## src/rtl/mul_sequencer.sv

```systemverilog
// Multi-cycle multiply sequencer for the EX stage. It captures the MUL operands,
// stalls the front of the pipe for LATENCY cycles, then presents the product for one cycle.
module mul_sequencer #(
    parameter int          WIDTH   = 32,
    parameter int          LATENCY = 2,
    parameter logic [3:0]  MUL_OP  = 4'd8
) (
    input  logic             clk,
    input  logic             rst,
    input  logic             ex_valid_i,
    input  logic [3:0]       alu_control_i,
    input  logic             flush_i,
    input  logic [WIDTH-1:0] operand_a_i,
    input  logic [WIDTH-1:0] operand_b_i,
    output logic             stall_o,
    output logic             busy_o,
    output logic             result_valid_o,
    output logic [WIDTH-1:0] result_o
);

    typedef enum logic [1:0] {
        IDLE = 2'd0,
        BUSY = 2'd1,
        DONE = 2'd2
    } state_t;

    localparam logic [3:0] CNT_LOAD = 4'(LATENCY - 1);

    state_t           state_q, state_d;
    logic [3:0]       cnt_q, cnt_d;
    logic [WIDTH-1:0] cap_a_q, cap_b_q;
    logic [WIDTH-1:0] result_q;
    logic             start;
    logic             load_result;
    logic [WIDTH-1:0] mul_a, mul_b;
    logic [WIDTH-1:0] product;

    // A MUL held in reset is not a start; the pipeline is not running yet.
    assign start = ex_valid_i && (alu_control_i == MUL_OP) && (state_q == IDLE)
                   && !flush_i && !rst;

    // With LATENCY==1 the product is loaded straight from the IDLE cycle,
    // before the captured copies exist, so use the live operands there.
    assign mul_a   = (state_q == IDLE) ? operand_a_i : cap_a_q;
    assign mul_b   = (state_q == IDLE) ? operand_b_i : cap_b_q;
    assign product = mul_a * mul_b;

    // NOTE: every output of this block gets a default first, so no path through
    // the case statement can leave a signal unassigned and infer a latch.
    always_comb begin
        state_d        = state_q;
        cnt_d          = cnt_q;
        stall_o        = 1'b0;
        result_valid_o = 1'b0;

        unique case (state_q)
            IDLE: begin
                if (start) begin
                    cnt_d   = CNT_LOAD;
                    state_d = (LATENCY == 1) ? DONE : BUSY;
                    stall_o = 1'b1;
                end
            end
            BUSY: begin
                stall_o = 1'b1;
                cnt_d   = cnt_q - 4'd1;
                if (cnt_q == 4'd1)
                    state_d = DONE;
            end
            DONE: begin
                result_valid_o = 1'b1;
                state_d        = IDLE;
            end
            default: state_d = IDLE;
        endcase

        // A redirect kills the MUL wherever it is; the old result stays visible.
        if (flush_i) begin
            state_d        = IDLE;
            stall_o        = 1'b0;
            result_valid_o = 1'b0;
        end
    end

    assign load_result = (state_d == DONE);

    // NOTE: sequential state uses non-blocking assignments only, so every register
    // samples the pre-edge values regardless of statement order.
    always_ff @(posedge clk) begin
        if (rst) begin
            state_q  <= IDLE;
            cnt_q    <= '0;
            cap_a_q  <= '0;
            cap_b_q  <= '0;
            result_q <= '0;
        end else begin
            state_q <= state_d;
            cnt_q   <= cnt_d;
            if (start) begin
                cap_a_q <= operand_a_i;
                cap_b_q <= operand_b_i;
            end
            if (load_result)
                result_q <= product;
        end
    end

    assign busy_o   = (state_q != IDLE);
    assign result_o = result_q;

endmodule
```

## config.mk

```make
export PLATFORM = sky130hd
export DESIGN_NAME = mul_sequencer
export DESIGN_NICKNAME = d
export VERILOG_FILES = /design/src/rtl/mul_sequencer.sv
export SDC_FILE = /design/constraint.sdc
export NUM_CORES = 1
export LEC_CHECK = 0
export BUFFER_PORTS_ARGS = -buffer_cell sky130_fd_sc_hd__buf_2
export CAP_MARGIN = 20
export CORE_MARGIN = 2
export CORE_UTILIZATION = 60
export CTS_BUF_LIST = sky130_fd_sc_hd__clkbuf_4 sky130_fd_sc_hd__clkbuf_8
export DETAILED_ROUTE_END_ITERATION = 16
export PLACE_DENSITY_LB_ADDON = 0.05
export SLEW_MARGIN = 20
export SYNTH_ARGS = -nofsm -noshare
export SYNTH_HDL_FRONTEND = slang
export SYNTH_SLANG_ARGS = --single-unit
```

## constraint.sdc

```tcl
create_clock -name clk -period 20.8 [get_ports clk]
set_input_delay 1.04 -clock clk [delete_from_list [all_inputs] [get_ports clk]]
set_output_delay 1.04 -clock clk [all_outputs]
set_load 0.03 [all_outputs]
```

; ---- Word-level counts from Yosys, hierarchy flattened
; Cells that the tools add are included.
; Widths: inputs -> output; s select.
[word_totals]
register_bits = 102
output_inout_bits = 35
[classes]
n_addsub = 1
mul = 1
eq_ne = 6
muxes = 13
n_reduce_logical = 10
[op_table]
columns = operator, count
row1 = $mux 32, 2
row2 = $mul 32x32->32, 1
row3 = $pmux 4 s2, 1
row4 = $mux 2, 3
row5 = $eq 2x2->1 const B, 2
row6 = $eq 4x1->1 const B, 1
row7 = $eq 4x4->1 const B, 1
row8 = $logic_and 1x1->1, 4
row9 = $mux 1, 4
row10 = $mux 4, 1
row11 = $pmux 2 s2, 1
row12 = $reduce_bool 2->1, 2
row13 = $sub 4x1->4 const B, 1
row14 = $eq 2x1->1 const B, 1
row15 = $logic_not 1->1, 2
row16 = $logic_not 2->1, 1
row17 = $ne 2x2->1 const B, 1
row18 = $pmux 1 s2, 1
row19 = $reduce_and 2->1, 1

; ---- Logic depth before layout (Yosys ltp)
[depth]
depth_word = 9
ltp_mapped = 34
depth_no_buf = 28

; ---- Least setup slack after synthesis
; Ideal clock, no wire load.
[synth_timing]
path_kind = reg2reg
start = reg state_q[1]
end = reg result_q[27] (netlist: result_o[27])
setup_time_ns = 0.120
arrival_time_ns = 7.916
required_ns = 20.680
setup_slack_ns = 12.764
path_stages_with_launch = 31
path_buffers = 5
period_less_slack_ns = 8.036
path_cell_list = dfxtp_1 -> nor2_4 -> buf_8 -> buf_8 -> buf_12 -> buf_2 -> buf_1 -> mux2i_1 -> nor2_1 -> fa_1 -> inv_1 -> fa_1 -> fa_1 -> fa_1 -> inv_1 -> fa_1 -> inv_1 -> fa_1 -> inv_1 -> fa_1 -> fa_1 -> ha_1 -> a21o_1 -> a21oi_1 -> o21ai_0 -> a31o_2 -> a21o_1 -> a21o_1 -> a21oi_1 -> or4_1 -> nand3_1
[synth_between]
elab_chain_len = 8
word_cells_on_any_way = 13
cone_classes = 1 x mul / 2 x eq/ne / 6 x mux / 4 x reduce/logical
[synth_rtl]
columns = element, line_no
row1 = "start, declared", 29  ; state_t state_q, state_d;
row2 = "start signal, assigned", 97  ; state_q <= state_d;
row3 = "parallel branches: the longest is 8 deep, another holds $mul 32x32->32", n/a
row4 = "end signal, assigned", 104  ; result_q <= product;
row5 = "end, declared", 32  ; logic [WIDTH-1:0] result_q;
; Parallel ways; which one is timed is not known.
; A chain may end at the register's enable or synchronous reset.

; ---- Final worst setup path
[layout_timing]
start = reg state_q[0]
end = reg result_q[23] (netlist: result_o[23])
; Same word-level chain as after synthesis.

==> results.sh <==
export IMPL_outcome="completed"
export IMPL_relSlewSlack_pct=22.5
export IMPL_viasPerCell=5.66
export IMPL_synth_edf_count=0
export IMPL_grt_pass1_vias=16000
export IMPL_cts_setup_buffers=0
export IMPL_grt_usage_pct=35.9
export IMPL_netlist_area_mm2=0.0198
export IMPL_io_buffers=106
export IMPL_max_freq_ghz=0.116
export IMPL_synth_nets=2866
export IMPL_routed_wl_um=58800
export IMPL_yosysTopAreaCell="fa_1"
export IMPL_drive_above_1_share_pct=11.1
export IMPL_cts_hold_buf=0
export IMPL_firstDrtPassIters=5
export IMPL_io_pins=107
export IMPL_dp_hpwl_um=45900
export IMPL_core_area_mm2=0.0325
export IMPL_synth_top_area_share_pct=41.3
export IMPL_critical_path_top_delay_family="adder cells"
export IMPL_die_area_mm2=0.0345
export IMPL_rsz0062_at_grt="false"
export IMPL_netlist_top_cells_area="fa_1, dfxtp_1, ha_1"
export IMPL_num_vias=15600
export IMPL_clkSlewWorstSetupHoldPaths_ps=120
export IMPL_antenna_found_initial=0
export IMPL_postSynthCellCount=2261
export IMPL_cts_tree="done"
export IMPL_maxSlewViolCount=0
export IMPL_ant_nets=0
export IMPL_fin_ws_ps=12160
export IMPL_cpMaxStageDelayCell="buf_4"
export IMPL_final_setup_tns_ps=0
export IMPL_cts_sink_count=102
export IMPL_max_cap_violations=0
export IMPL_hold_path_class="flop to flop"
export IMPL_cts_buffer_depth=2
export IMPL_seq_area_frac_synth_pct=10.3
export IMPL_post_route_util_pct=64.7
export IMPL_fin_crit_ps=8640
export IMPL_synthArstFlopShare_pct=0
export IMPL_synth_warnings=0
export IMPL_antenna_cells=0
export IMPL_start_util_pct=60.8
export IMPL_worst_pin_slew_ps=1160
export IMPL_die_y_um=186
export IMPL_crit_path_frequent_cell="fa_1"
export IMPL_drc=0
export IMPL_final_common_cell="fa_1"
export IMPL_crit_required_ps=21130
export IMPL_grt_pass1_wl_um=91300
export IMPL_area_delta_synth_final_pct=6.30
export IMPL_fin_crit_sh_pct=41.5
export IMPL_h_tree_depth=3
export IMPL_startpoint_type="flop"
export IMPL_drt_iter0_drc=1432
export IMPL_ys_ff_latch=102
export IMPL_dominantRegCellSynth="dfxtp_1"
export IMPL_cts_made_buffers=9
export IMPL_final_hold_violation_count=0
export IMPL_cts_root_buf="clkbuf_8"
export IMPL_critPathArrivalTime_ps=8970
export IMPL_grt_max_degree=80
export IMPL_setup_worst_path_class="flop to flop"
export IMPL_cp_end_kind="flop"
export IMPL_wire_per_inst_um=21.3
export IMPL_crit_path_max_incr_delay_ps=590
export IMPL_path_buf_inv=5
export IMPL_fin_worst_skew_ps=12.9
export IMPL_cts_resized=0
export IMPL_ys_types=57
export IMPL_worstSkewPairLatency_ps=430
export IMPL_nNetsFinal=2920
export IMPL_die_w_um=186
export IMPL_placementRows=66
export IMPL_place_gp_congestion=0.954
export IMPL_grt_overflow_total=0
export IMPL_final_cell_mix="fa_1, inv_1, nor2_1"
export IMPL_avgSynthCellArea_um2=8.76
export IMPL_pre_cts_ws_ps=12250
export IMPL_cp_max_fo=37
export IMPL_setup_viol_count_final=0
==> sequential cells by signal (all words and copies together) (netlist names) <==
signal and cells:
cap_a_q 32, cnt_q 4, result_o 32, cap_b_q 32
state_q 2
==> worst reg2reg max path, stage by stage (launching register included) <==
cell	delay [ps]
dfxtp_1	450
nor2_4	140
buf_4	430
buf_4	610
mux2i_2	270
buf_4	380
nor2_1	120
fa_1	500
fa_1	560
inv_1	60
fa_1	460
fa_1	490
inv_1	40
ha_1	260
ha_1	290
fa_1	520
fa_1	430
ha_1	360
a211o_1	340
or3b_2	480
nand2_1	100
o21ai_0	260
a31oi_1	340
o21ai_0	190
a31oi_1	230
xnor2_1	90
a22o_1	170
==> area by class of cell <==
type | count | area [um2]
Clock inverter | 6 | 62.6
Inverter | 377 | 1420
Timing Repair Buffer | 143 | 811
Fill cell | 2847 | 11500
Sequential cell | 102 | 2040
Clock buffer | 10 | 131
Tap cell | 442 | 553
Multi-Input combinational cell | 1682 | 16000
==> cell usage after synthesis (4+ instances only) <==
library cell and instances:
nor3_1 8, xnor3_1 8, mux2i_2 8, nor2_1 369, fa_1 408, nand3_1 19
a31oi_1 7, nand2b_1 35, a211oi_1 4, o21a_1 5, or2_2 21, nor2b_1 5
a21oi_1 109, inv_1 376, a21o_1 15, dfxtp_1 102, mux2i_1 51, nand2_1 312
buf_1 8, and4bb_2 5, mux2_2 34, a22o_1 4, xnor2_1 49, o21ai_0 22
or3_1 5, xor2_1 18, ha_1 125, clkbuf_1 82, buf_2 4
==> cell families after synthesis <==
| group | after synthesis | synth area share, % |
|---|---|---|
| adder cells (fa/ha/maj) | 533 | 49.2 |
| multiplexers | 94 | 5.18 |
| buffers and inverters | 477 | 9.38 |
| AO/OA/AOI/OAI | 182 | 5.32 |
| XOR/XNOR | 76 | 3.96 |
| AND/OR/NAND/NOR | 797 | 16.7 |
| flip-flops | 102 | 10.3 |
==> worst paths after layout <==
| path | from | endpoint | slack [ps] | cells after the start |
|---|---|---|---|---|
| min | result_o[11] | result_o[11] | 450 | 2 |
| max reg2reg | state_q[0] | result_o[23] | 12160 | 26 |
| max | state_q[0] | result_o[23] | 12160 | 26 |
| min reg2reg | result_o[11] | result_o[11] | 450 | 2 |
==> layer usage <==
| layer | up-vias | global-route usage (%) | routed length (um) |
|---|---|---|---|
| met5 | - | 0 | 0 |
| met4 | 0 | 13.4 | 2450 |
| met3 | 121 | 7.24 | 5400 |
| met2 | 700 | 55.6 | 26800 |
| met1 | 7871 | 50.4 | 24200 |
| li1 | 6948 | - | - |
==> per-stage QoR <==
step,hold WS [ps],instances,cell area [um2]
floorplan,434,2261,19800
global route,486,2762,21000
detailed placement,443,2746,20800
global placement,435,2746,20800
finish,455,2762,21000
CTS,460,2762,21000
Power is left out: the tool's default activity adds up to more than one toggle a clock period on the data nets, which glitch-free logic cannot reach.
